--- src/rtl/cpu_bus_bridge.sv ---
// 80286 local-bus bridge: latches status/address on the CPU-phase strobe, decodes
// against programmable channel windows and runs toggle request/ack handshakes.
module cpu_bus_bridge #(
  parameter int              NCH     = 8,
  parameter int              AW      = 24,
  parameter int              DW      = 16,
  parameter logic [NCH*AW-1:0] CH_BASE = '0,
  parameter logic [NCH*AW-1:0] CH_MASK = '0,
  parameter logic [NCH-1:0]  CH_IO   = '0,
  parameter int              TIMEOUT = 255,
  parameter int              TW      = 8
) (
  input  logic              clk,
  input  logic              reset,
  input  logic              ce,
  input  logic [AW-1:0]     cpu_a,
  input  logic [DW-1:0]     cpu_d_in,
  input  logic              cpu_bhe_n,
  input  logic              cpu_s0_n,
  input  logic              cpu_s1_n,
  input  logic              cpu_mio,
  input  logic              cpu_inta_n,
  output logic              cpu_ready,
  output logic [DW-1:0]     cpu_d_out,
  output logic              cpu_d_oe,
  output logic [AW-1:0]     c_a,
  output logic [DW-1:0]     c_d,
  output logic              c_bhe_n,
  output logic [NCH-1:0]    rd_req,
  output logic [NCH-1:0]    wr_req,
  input  logic [NCH-1:0]    rd_ack,
  input  logic [NCH-1:0]    wr_ack,
  input  logic [NCH*DW-1:0] ch_dout,
  input  logic [7:0]        irq_vector,
  output logic              timeout_err,
  output logic              busy,
  output logic [1:0]        dbg_state
);

  localparam int CW = (NCH > 1) ? $clog2(NCH) : 1;
  localparam logic [TW-1:0] TO_LAST = TW'(TIMEOUT - 1);

  localparam logic [1:0] S_IDLE = 2'd0;
  localparam logic [1:0] S_DATA = 2'd1;
  localparam logic [1:0] S_WAIT = 2'd2;
  localparam logic [1:0] S_DONE = 2'd3;

  logic [1:0]     r_state;
  logic [AW-1:0]  r_c_a;
  logic [DW-1:0]  r_c_d;
  logic           r_c_bhe_n;
  logic           r_ready;
  logic           r_oe;
  logic [DW-1:0]  r_dout;
  logic [NCH-1:0] r_rd_req;
  logic [NCH-1:0] r_wr_req;
  logic           r_is_rd;
  logic           r_is_wr;
  logic           r_is_inta;
  logic [CW-1:0]  r_ch;
  logic           r_hit;
  logic [TW-1:0]  r_cnt;
  logic           r_timeout_err;

  logic [3:0]     w_cmd;
  logic           w_mrd, w_mwr, w_iord, w_iowr, w_inta;
  logic           w_start;
  logic           w_io;
  logic [AW-1:0]  w_space_mask;
  logic           w_hit;
  logic [CW-1:0]  w_ch;
  logic           w_ack_done;
  logic [DW-1:0]  w_ch_data;

  assign w_cmd   = {cpu_inta_n, cpu_mio, cpu_s1_n, cpu_s0_n};
  assign w_mrd   = (w_cmd[2:0] == 3'b101);
  assign w_mwr   = (w_cmd[2:0] == 3'b110);
  assign w_iord  = (w_cmd[2:0] == 3'b001);
  assign w_iowr  = (w_cmd[2:0] == 3'b010);
  assign w_inta  = (w_cmd == 4'b0000);
  // Halt/shutdown and other encodings never open a bus cycle.
  assign w_start = ce && (!cpu_s1_n || !cpu_s0_n) &&
                   (w_mrd || w_mwr || w_iord || w_iowr || w_inta);

  assign w_io         = !cpu_mio;
  assign w_space_mask = w_io ? AW'(12'hFFF) : '1;

  // Descending scan so the lowest-indexed matching window is the one kept.
  always_comb begin
    w_hit = 1'b0;
    w_ch  = '0;
    for (int i = NCH - 1; i >= 0; i--) begin
      if ((((cpu_a ^ CH_BASE[i*AW +: AW]) & CH_MASK[i*AW +: AW] & w_space_mask) == '0) &&
          (CH_IO[i] == w_io)) begin
        w_hit = 1'b1;
        w_ch  = CW'(i);
      end
    end
  end

  assign w_ack_done = r_is_rd ? (rd_ack[r_ch] == r_rd_req[r_ch])
                              : (wr_ack[r_ch] == r_wr_req[r_ch]);
  assign w_ch_data  = ch_dout[r_ch*DW +: DW];

  always_ff @(posedge clk) begin
    if (reset) begin
      r_state       <= S_IDLE;
      r_c_a         <= '0;
      r_c_d         <= '0;
      r_c_bhe_n     <= 1'b1;
      r_ready       <= 1'b1;
      r_oe          <= 1'b0;
      r_dout        <= '0;
      r_rd_req      <= '0;
      r_wr_req      <= '0;
      r_is_rd       <= 1'b0;
      r_is_wr       <= 1'b0;
      r_is_inta     <= 1'b0;
      r_ch          <= '0;
      r_hit         <= 1'b0;
      r_cnt         <= '0;
      r_timeout_err <= 1'b0;
    end else begin
      r_timeout_err <= 1'b0;
      case (r_state)
        S_IDLE: begin
          if (w_start) begin
            r_c_a     <= cpu_a;
            r_is_rd   <= w_mrd || w_iord;
            r_is_wr   <= w_mwr || w_iowr;
            r_is_inta <= w_inta;
            r_ch      <= w_ch;
            r_hit     <= w_hit;
            r_ready   <= 1'b0;
            r_state   <= S_DATA;
          end
        end
        S_DATA: begin
          if (ce) begin
            r_c_d     <= cpu_d_in;
            r_c_bhe_n <= cpu_bhe_n;
            if (r_is_inta) begin
              r_dout  <= {{(DW-8){1'b0}}, irq_vector};
              r_oe    <= 1'b1;
              r_state <= S_DONE;
            end else if (r_hit && (r_is_rd || r_is_wr)) begin
              if (r_is_rd) r_rd_req[r_ch] <= ~r_rd_req[r_ch];
              else         r_wr_req[r_ch] <= ~r_wr_req[r_ch];
              r_cnt   <= '0;
              r_state <= S_WAIT;
            end else begin
              if (r_is_rd) begin
                r_dout <= '1;
                r_oe   <= 1'b1;
              end
              r_state <= S_DONE;
            end
          end
        end
        S_WAIT: begin
          r_cnt <= r_cnt + TW'(1);
          // Equality rather than edge compare lets a late ack be absorbed silently.
          if (w_ack_done) begin
            if (r_is_rd) begin
              r_dout <= w_ch_data;
              r_oe   <= 1'b1;
            end
            r_state <= S_DONE;
          end else if (r_cnt == TO_LAST) begin
            r_timeout_err <= 1'b1;
            if (r_is_rd) begin
              r_dout <= '1;
              r_oe   <= 1'b1;
            end
            r_state <= S_DONE;
          end
        end
        S_DONE: begin
          if (ce) begin
            r_ready <= 1'b1;
            r_oe    <= 1'b0;
            r_state <= S_IDLE;
          end
        end
        default: r_state <= S_IDLE;
      endcase
    end
  end

  assign cpu_ready   = r_ready;
  assign cpu_d_out   = r_dout;
  assign cpu_d_oe    = r_oe;
  assign c_a         = r_c_a;
  assign c_d         = r_c_d;
  assign c_bhe_n     = r_c_bhe_n;
  assign rd_req      = r_rd_req;
  assign wr_req      = r_wr_req;
  assign timeout_err = r_timeout_err;
  assign busy        = (r_state != S_IDLE);
  assign dbg_state   = r_state;

endmodule

--- config.mk ---
export PLATFORM = sky130hd
export DESIGN_NAME = cpu_bus_bridge
export DESIGN_NICKNAME = d
export VERILOG_FILES = /design/src/rtl/cpu_bus_bridge.sv
export SDC_FILE = /design/constraint.sdc
export NUM_CORES = 1
export LEC_CHECK = 0
export BUFFER_PORTS_ARGS = -buffer_cell sky130_fd_sc_hd__buf_2
export CAP_MARGIN = 20
export CORE_AREA = 3 3 108 110
export CTS_CLUSTER_DIAMETER = 60
export CTS_CLUSTER_SIZE = 28
export DETAILED_ROUTE_END_ITERATION = 10
export DIE_AREA = 0 0 111 113
export PLACE_DENSITY = 0.68
export REMOVE_ABC_BUFFERS = 1
export SLEW_MARGIN = 25
export SYNTH_ARGS = -nofsm -noshare
export SYNTH_HDL_FRONTEND = slang
export SYNTH_SLANG_ARGS = --single-unit
--- constraint.sdc ---
create_clock -name clk -period 2.3 [get_ports clk]
set_input_delay 0.23 -clock clk [delete_from_list [all_inputs] [get_ports clk]]
set_output_delay 0.23 -clock clk [all_outputs]
set_load 0.005 [all_outputs]
==> results of run 1 <==
[sequential cells by signal, indices dropped and copies added (netlist names)]
register,count
c_d,16
r_hit,1
timeout_err,1
cpu_d_out,16
dbg_state,2
cpu_d_oe,1
r_is_inta,1
cpu_ready,1
c_a,24
r_is_rd,1
r_cnt,8
r_is_wr,1
rd_req,1
wr_req,1
c_bhe_n,1
[worst max-delay path by stage]
stage	startpoint	to	slack (ps)	cells after the start
floorplan	dbg_state[1]	r_cnt[5]	230	7
global placement	dbg_state[0]	cpu_d_out[6]	400	8
detailed placement	dbg_state[0]	cpu_d_out[3]	310	8
CTS	dbg_state[0]	cpu_d_out[3]	290	8
global route	dbg_state[0]	cpu_d_out[3]	110	8
finish	dbg_state[0]	cpu_d_out[3]	320	8
[per-layer routing]
| metal | share of wire, % | up-vias | GRT usage [%] |
|---|---|---|---|
| met3 | 9.9 | 15 | 5.03 |
| met2 | 42 | 165 | 21.9 |
| li1 | - | 1692 | - |
| met5 | 0 | - | 0 |
| met4 | 1.3 | 0 | 5.34 |
| met1 | 47 | 1577 | 20.1 |
[kinds of logic (layout without fill, tap and decap cells)]
group | after synthesis | in the layout | synth area share, %
AND/OR/NAND/NOR | 166 | 166 | 20.6
AO/OA/AOI/OAI | 111 | 111 | 21.9
flip-flops | 76 | 76 | 43.7
buffers and inverters | 50 | 175 | 7.97
XOR/XNOR | 10 | 10 | 2.51
adder cells (fa/ha/maj) | 6 | 6 | 2.16
multiplexers | 3 | 3 | 1.04
other | 1 | 14 | 0.108
[layout make-up]
| cell class | instances | area [um2] |
|---|---|---|
| Multi-Input combinational cell | 310 | 1740 |
| Tap cell | 140 | 175 |
| Timing Repair Buffer | 152 | 808 |
| Inverter | 7 | 26.3 |
| Clock inverter | 5 | 61.3 |
| Clock buffer | 11 | 131 |
| Sequential cell | 76 | 1520 |
| Fill cell | 1081 | 6330 |
[worst max-delay path, cell delays in order (launching register included)]
cell      delay [ps]
dfxtp_1          410
inv_1            110
ha_1             280
nand2b_1         130
o22ai_2           80
buf_4            210
nor2_2           240
o21ai_0          160
a311oi_1         270
[cell usage after synthesis (all sizes together) (2+ instances only)]
| library cell | number |
|---|---|
| nand2 | 102 |
| and2 | 2 |
| a311oi | 17 |
| nor3 | 5 |
| ha | 6 |
| o21ai | 10 |
| xor2 | 9 |
| mux2 | 2 |
| or3 | 8 |
| o22ai | 2 |
| nand2b | 2 |
| nor2 | 27 |
| a22oi | 9 |
| and4 | 3 |
| inv | 7 |
| dfxtp | 76 |
| and3 | 3 |
| a21oi | 62 |
| clkbuf | 15 |
| nand3 | 4 |
| a31oi | 3 |
| nor2b | 3 |
| nand4 | 4 |
| buf | 28 |
| o21bai | 2 |
[through the flow]
| stage | cells | utilization [%] | setup slack (ps) | hold slack, ps |
|---|---|---|---|---|
| finish | 701 | 41.3 | 321 | 115 |
| global route | 701 | 41.3 | 112 | 104 |
| CTS | 701 | 41.3 | 288 | 94.4 |
| detailed placement | 685 | 39.5 | 309 | 445 |
| global placement | 685 | 39.5 | 404 | 439 |
| floorplan | 393 | - | 235 | 298 |
[power by group]
| part | switching [uW] | total (uW) | internal [uW] | leakage [uW] |
|---|---|---|---|---|
| logic | 1000 | 1750 | 746 | 0.00123 |
| registers | 144 | 1680 | 1530 | 0.000620 |
| clock network | 498 | 1000 | 506 | 0.0000862 |
==> results.ini, run 1 <==
[run_status]
outcome = completed

[clock_tree]
cts_max_level = 3
post_cts_buffers = 0
cts_buffer_depth = 2
cts.sinks = 76
cts_tree = yes
cts-root-buf = clkbuf_8
cts_resized = 0
path_clk_slew_ps = 80
cts_buffers = 9
clkLatencyLatePin_ps = 350
cts_hold_buf = 0

[timing]
min_period_ps = 1980
fmax_mhz = 505
grt_setup_unrepaired = no
finalMaxSlewViolations = 0
setup-violations-final = 0
min_period_over_period_pct = 86.0
finalClockSkew_ps = 13.9
hold_violations = 0
worst_pin_slew_ps = 557
fin_tns_setup_ps = 0
maxSlewHeadroom_pct = 62.8

[detailed_routing]
drt-vias-per-instance = 4.92
final_antenna_net_count = 0
vias = 3449
first_pass_iters = 4
drt-initial-drc-count = 271
wl_per_cell_um = 13.4
drt-total-wl_mm = 9.40
drc = 0

[setup_path]
reg2reg_depth = 8
end_kind = register
crit_required_ps = 2550
reg2reg_setup_slack_ps = 320
worst-path-max-fanout = 20
worstReg2RegEnd = cpu_d_out[3]
crit_path_start_kind = register
criticalPathCategory = reg -> reg
worstPathArrival_ps = 2230
r2r_start = dbg_state[0]

[floorplanning]
initial_core_util_pct = 32.3
fp.coreArea_um2 = 10800
die_area_um2 = 12500
io_pins = 279
placementRows = 38
chipWidth_um = 111
fp.dieH_um = 113

[logic_synthesis]
yosysWarnings = 0
syn-cell-area_um2 = 3480
synth_edf_count = 0
syn_avg_cell_area_um2 = 8.23
synthFlopType = dfxtp_1
ys_seq_elements = 76
synthArstFlopShare_pct = 0
yosys.area.top_type = dfxtp_1
yosysSeqAreaShare_pct = 43.7
synth_top_area_share_pct = 43.7
synth_area_leaders = dfxtp_1 44%, nand2_1 11%, a21oi_1 8.8%
synthCells = 423
ys_types = 48

[hold_path]
min_path_cells = 3
hold_end = c_bhe_n
hold_class = in -> reg
hold_start = cpu_bhe_n

[placement]
hpwl_mm = 7.03
portBuffers = 138
dpl_cell_area_um2 = 4270
gp_congestion = 0.883

[global_route]
grt_pass1_wl_mm = 15.4
grt_pass1_vias = 3228
overflow = 0
grt_max_degree = 30
antenna_found_initial = 0
track_usage_pct = 14.8

[layout]
mostFrequentLayoutCell = buf_2
fin_area_um2 = 4460
drive_gt1_share_pct = 33.0
n_antenna_cell = 0
layout_common_cells = 138 x buf_2, 102 x nand2_1, 76 x dfxtp_1
area_delta_synth_final_pct = 28.1
fin_nets = 762

[pwr]
power_uw = 4430
p_leak_uw = 0.00194
max-vdd-ir-drop_mv = 0.418
powerDensity_nw_per_um2 = 992

[run]
cap_violations = 0

Note: power is estimated with default switching activity, not from simulation.
==> run 2, diff against run 1 <==
--- a/config.mk
+++ b/config.mk
@@ -5,6 +5,7 @@
 export SDC_FILE = /design/constraint.sdc
 export NUM_CORES = 1
 export LEC_CHECK = 0
+export ABC_AREA = 1
 export BUFFER_PORTS_ARGS = -buffer_cell sky130_fd_sc_hd__buf_2
 export CAP_MARGIN = 20
 export CORE_AREA = 3 3 108 110
@@ -12,7 +13,7 @@
 export CTS_CLUSTER_SIZE = 28
 export DETAILED_ROUTE_END_ITERATION = 10
 export DIE_AREA = 0 0 111 113
-export PLACE_DENSITY = 0.68
+export PLACE_DENSITY = 0.72
 export REMOVE_ABC_BUFFERS = 1
 export SLEW_MARGIN = 25
 export SYNTH_ARGS = -nofsm -noshare
==> run 2 against run 1 <==
Register-to-register slack improved by 20 ps. Highest routed layer unchanged. Power grew 16%. Critical path type unchanged. Die area stayed put. Critical endpoint is now cpu_d_out[2]. Combinational power grew 22%.
==> results.ini, run 2 <==
[logic_synthesis]
yosys.area.top_type = dfxtp_1
syn_avg_cell_area_um2 = 6.49  ; -21%
ys_seq_elements = 76  ; unchanged
syn-cell-area_um2 = 3910  ; +12%
yosys-top-cells-count = 180 x nand2_1, 97 x nor2_1, 76 x dfxtp_1, 48 x inv_1, 45 x nand3_1
synthArstFlopShare_pct = 0  ; unchanged
synthFlopType = dfxtp_1
synth_edf_count = 0  ; unchanged
synthMostInstantiatedCell = nand2_1
yosysWarnings = 0  ; unchanged
synthCells = 602  ; +42%
ys_types = 29  ; -40%
synth_area_leaders = dfxtp_1 39%, nand2_1 17%, nor2_1 9.3%
yosysSeqAreaShare_pct = 38.9  ; -4.7 points
synth_top_area_share_pct = 38.9  ; -4.7 points

[global_route]
grt_pass1_wl_mm = 17.5  ; +14%
overflow = 0  ; unchanged
track_usage_pct = 16.7  ; +1.9 points
grt_pass1_vias = 3770  ; +17%
antenna_found_initial = 0  ; unchanged
grt_max_degree = 35  ; +17%

[detailed_routing]
wl_per_cell_um = 11.8  ; -12%
final_antenna_net_count = 0  ; unchanged
drc = 0  ; unchanged
drt-total-wl_mm = 10.3  ; +10%
drt-initial-drc-count = 315  ; +16%
first_pass_iters = 4  ; unchanged
drt-vias-per-instance = 4.61  ; -6.2%
vias = 4051  ; +17%

[pwr]
netSwitchingPower_uw = 1990  ; +21%
powerDensity_nw_per_um2 = 1050  ; +5.7%
intPower_uw = 3140  ; +13%
p_leak_uw = 0.00253  ; +31%
clkPwrFrac_pct = 22.5  ; -0.2 points
pwr-share-comb_pct = 41.7  ; +2.2 points
max-vdd-ir-drop_mv = 0.606  ; +45%
swShare_pct = 38.8  ; +1.7 points
p_seq_share_pct = 35.8  ; -2.1 points

[layout]
drive_gt1_share_pct = 24.4  ; -8.6 points
fin_nets = 940  ; +23%
area_delta_synth_final_pct = 25.0
largest_reg_flops = 24  ; unchanged
nFillCells = 1136  ; +5.1%
mostFrequentLayoutCell = nand2_1
n_antenna_cell = 0  ; unchanged
layout_common_cells = 180 x nand2_1, 138 x buf_2, 97 x nor2_1

[setup_path]
end_kind = register
criticalPathCategory = reg -> reg
worstPathArrival_ps = 2200  ; -30 ps
crit_path_start_kind = register
worst-path-max-fanout = 32  ; +60%
reg2reg_depth = 10  ; +2
crit_required_ps = 2550  ; about the same

[timing]
min_period_over_period_pct = 85.2  ; -0.85 points
finalClockSkew_ps = 13.3  ; -0.526 ps
fin_tns_setup_ps = 0  ; unchanged
setup_ws_ps = 341  ; +19.7 ps
min_period_ps = 1960  ; -19.7 ps
fmax_mhz = 510  ; +1.0%
whs_ps = 73.2  ; -41.9 ps
setup-violations-final = 0  ; unchanged
grt_setup_unrepaired = no
hold_violations = 0  ; unchanged
finalMaxSlewViolations = 0  ; unchanged

[placement]
portBuffers = 138  ; unchanged
dp_slack_ps = 325  ; +16.4 ps
gp_congestion = 0.787  ; -11%
hpwl_mm = 7.46  ; +6.1%

[clock_tree]
cts_tree = yes
post_cts_buffers = 0  ; unchanged
cts_max_level = 3  ; unchanged
cts_resized = 0  ; unchanged
path_clk_slew_ps = 80  ; about the same
cts_hold_buf = 0  ; unchanged
cts_buffer_depth = 2  ; unchanged
cts.sinks = 76  ; unchanged
cts-root-buf = clkbuf_8
cts_buffers = 9  ; unchanged
clkLatencyLatePin_ps = 350  ; about the same

[run]
cap_violations = 0  ; unchanged

[hold_path]
min_path_cells = 3  ; unchanged
hold_class = in -> reg

[floorplanning]
initial_core_util_pct = 36.2  ; +3.9 points
io_pins = 279  ; unchanged
placementRows = 38  ; unchanged
die_area_um2 = 12500  ; unchanged
chipWidth_um = 111  ; unchanged
fp.dieH_um = 113  ; unchanged
fp.coreArea_um2 = 10800  ; unchanged

[run_status]
outcome = completed

## run 2: worst max-delay path, cell delays in order, from the launching register on
cell and delay, ps:
dfxtp_1 450, inv_1 110, ha_1 230, inv_2 250, o21ai_1 130, nand2_1 90, clkinv_1 90, nand3_4 300
nand2_1 100, nand2_1 70, nor2_1 40
## run 2: layer usage
metal / vias to the layer above / global-route usage, % / share of wire (%)
li1: 2119 / - / -
met1: 1763 / 22.2 / 46
met2: 161 / 26.0 / 43
met3: 8 / 6.47 / 10
met4: 0 / 3.61 / 0.86
met5: - / 0 / 0
## run 2: cells by family (layout without fill, tap and decap cells)
logic type,Yosys count,after routing,share of synthesized area (%)
compound gates,73,73,9.67
flops,76,76,38.9
simple gates,343,343,36.6
xor+xnor,4,4,0.896
fa+ha+maj,6,6,1.92
other cells,1,14,0.0960
buf+inv,99,222,11.9
## run 2: worst paths after layout
path / end / start / slack [ps]
min reg2reg: c_a[15] / c_a[15] / 460
max reg2reg: cpu_d_out[2] / dbg_state[0] / 340
max: cpu_d_out[2] / dbg_state[0] / 340
min: c_bhe_n / cpu_bhe_n / 70
## run 2: layout make-up
class	count	area (um2)	share of cell area [%]
Multi-Input combinational cell	440	1970	40.3
Timing Repair Buffer	150	781	16.0
Clock inverter	4	72.6	1.49
Clock buffer	11	151	3.10
Tap cell	140	175	3.59
Inverter	57	214	4.38
Sequential cell	76	1520	31.1
## run 2: power groups by stage
stage          logic (uW)  registers [uW]  clock network (uW)
2_1_floorplan        1360            1890                   0
3_3_place_gp         2120            1860                   0
3_5_place_dp         2140            1870                   0
4_1_cts              2150            1840                1190
5_1_grt              2490            1890                1240
6_report             2140            1840                1150
## run 2: metrics by stage
| step | utilization, % | power (uW) | cell area [um2] | cells |
|---|---|---|---|---|
| after detailed placement | 43.2 | 4010 | 4660 | 863 |
| after CTS | 45.3 | 5180 | 4890 | 878 |
| after floorplan | - | 3250 | 3710 | 573 |
| after global placement | 43.2 | 3990 | 4660 | 863 |
| after global routing | 45.3 | 5620 | 4890 | 878 |
| final | 45.3 | 5130 | 4890 | 878 |
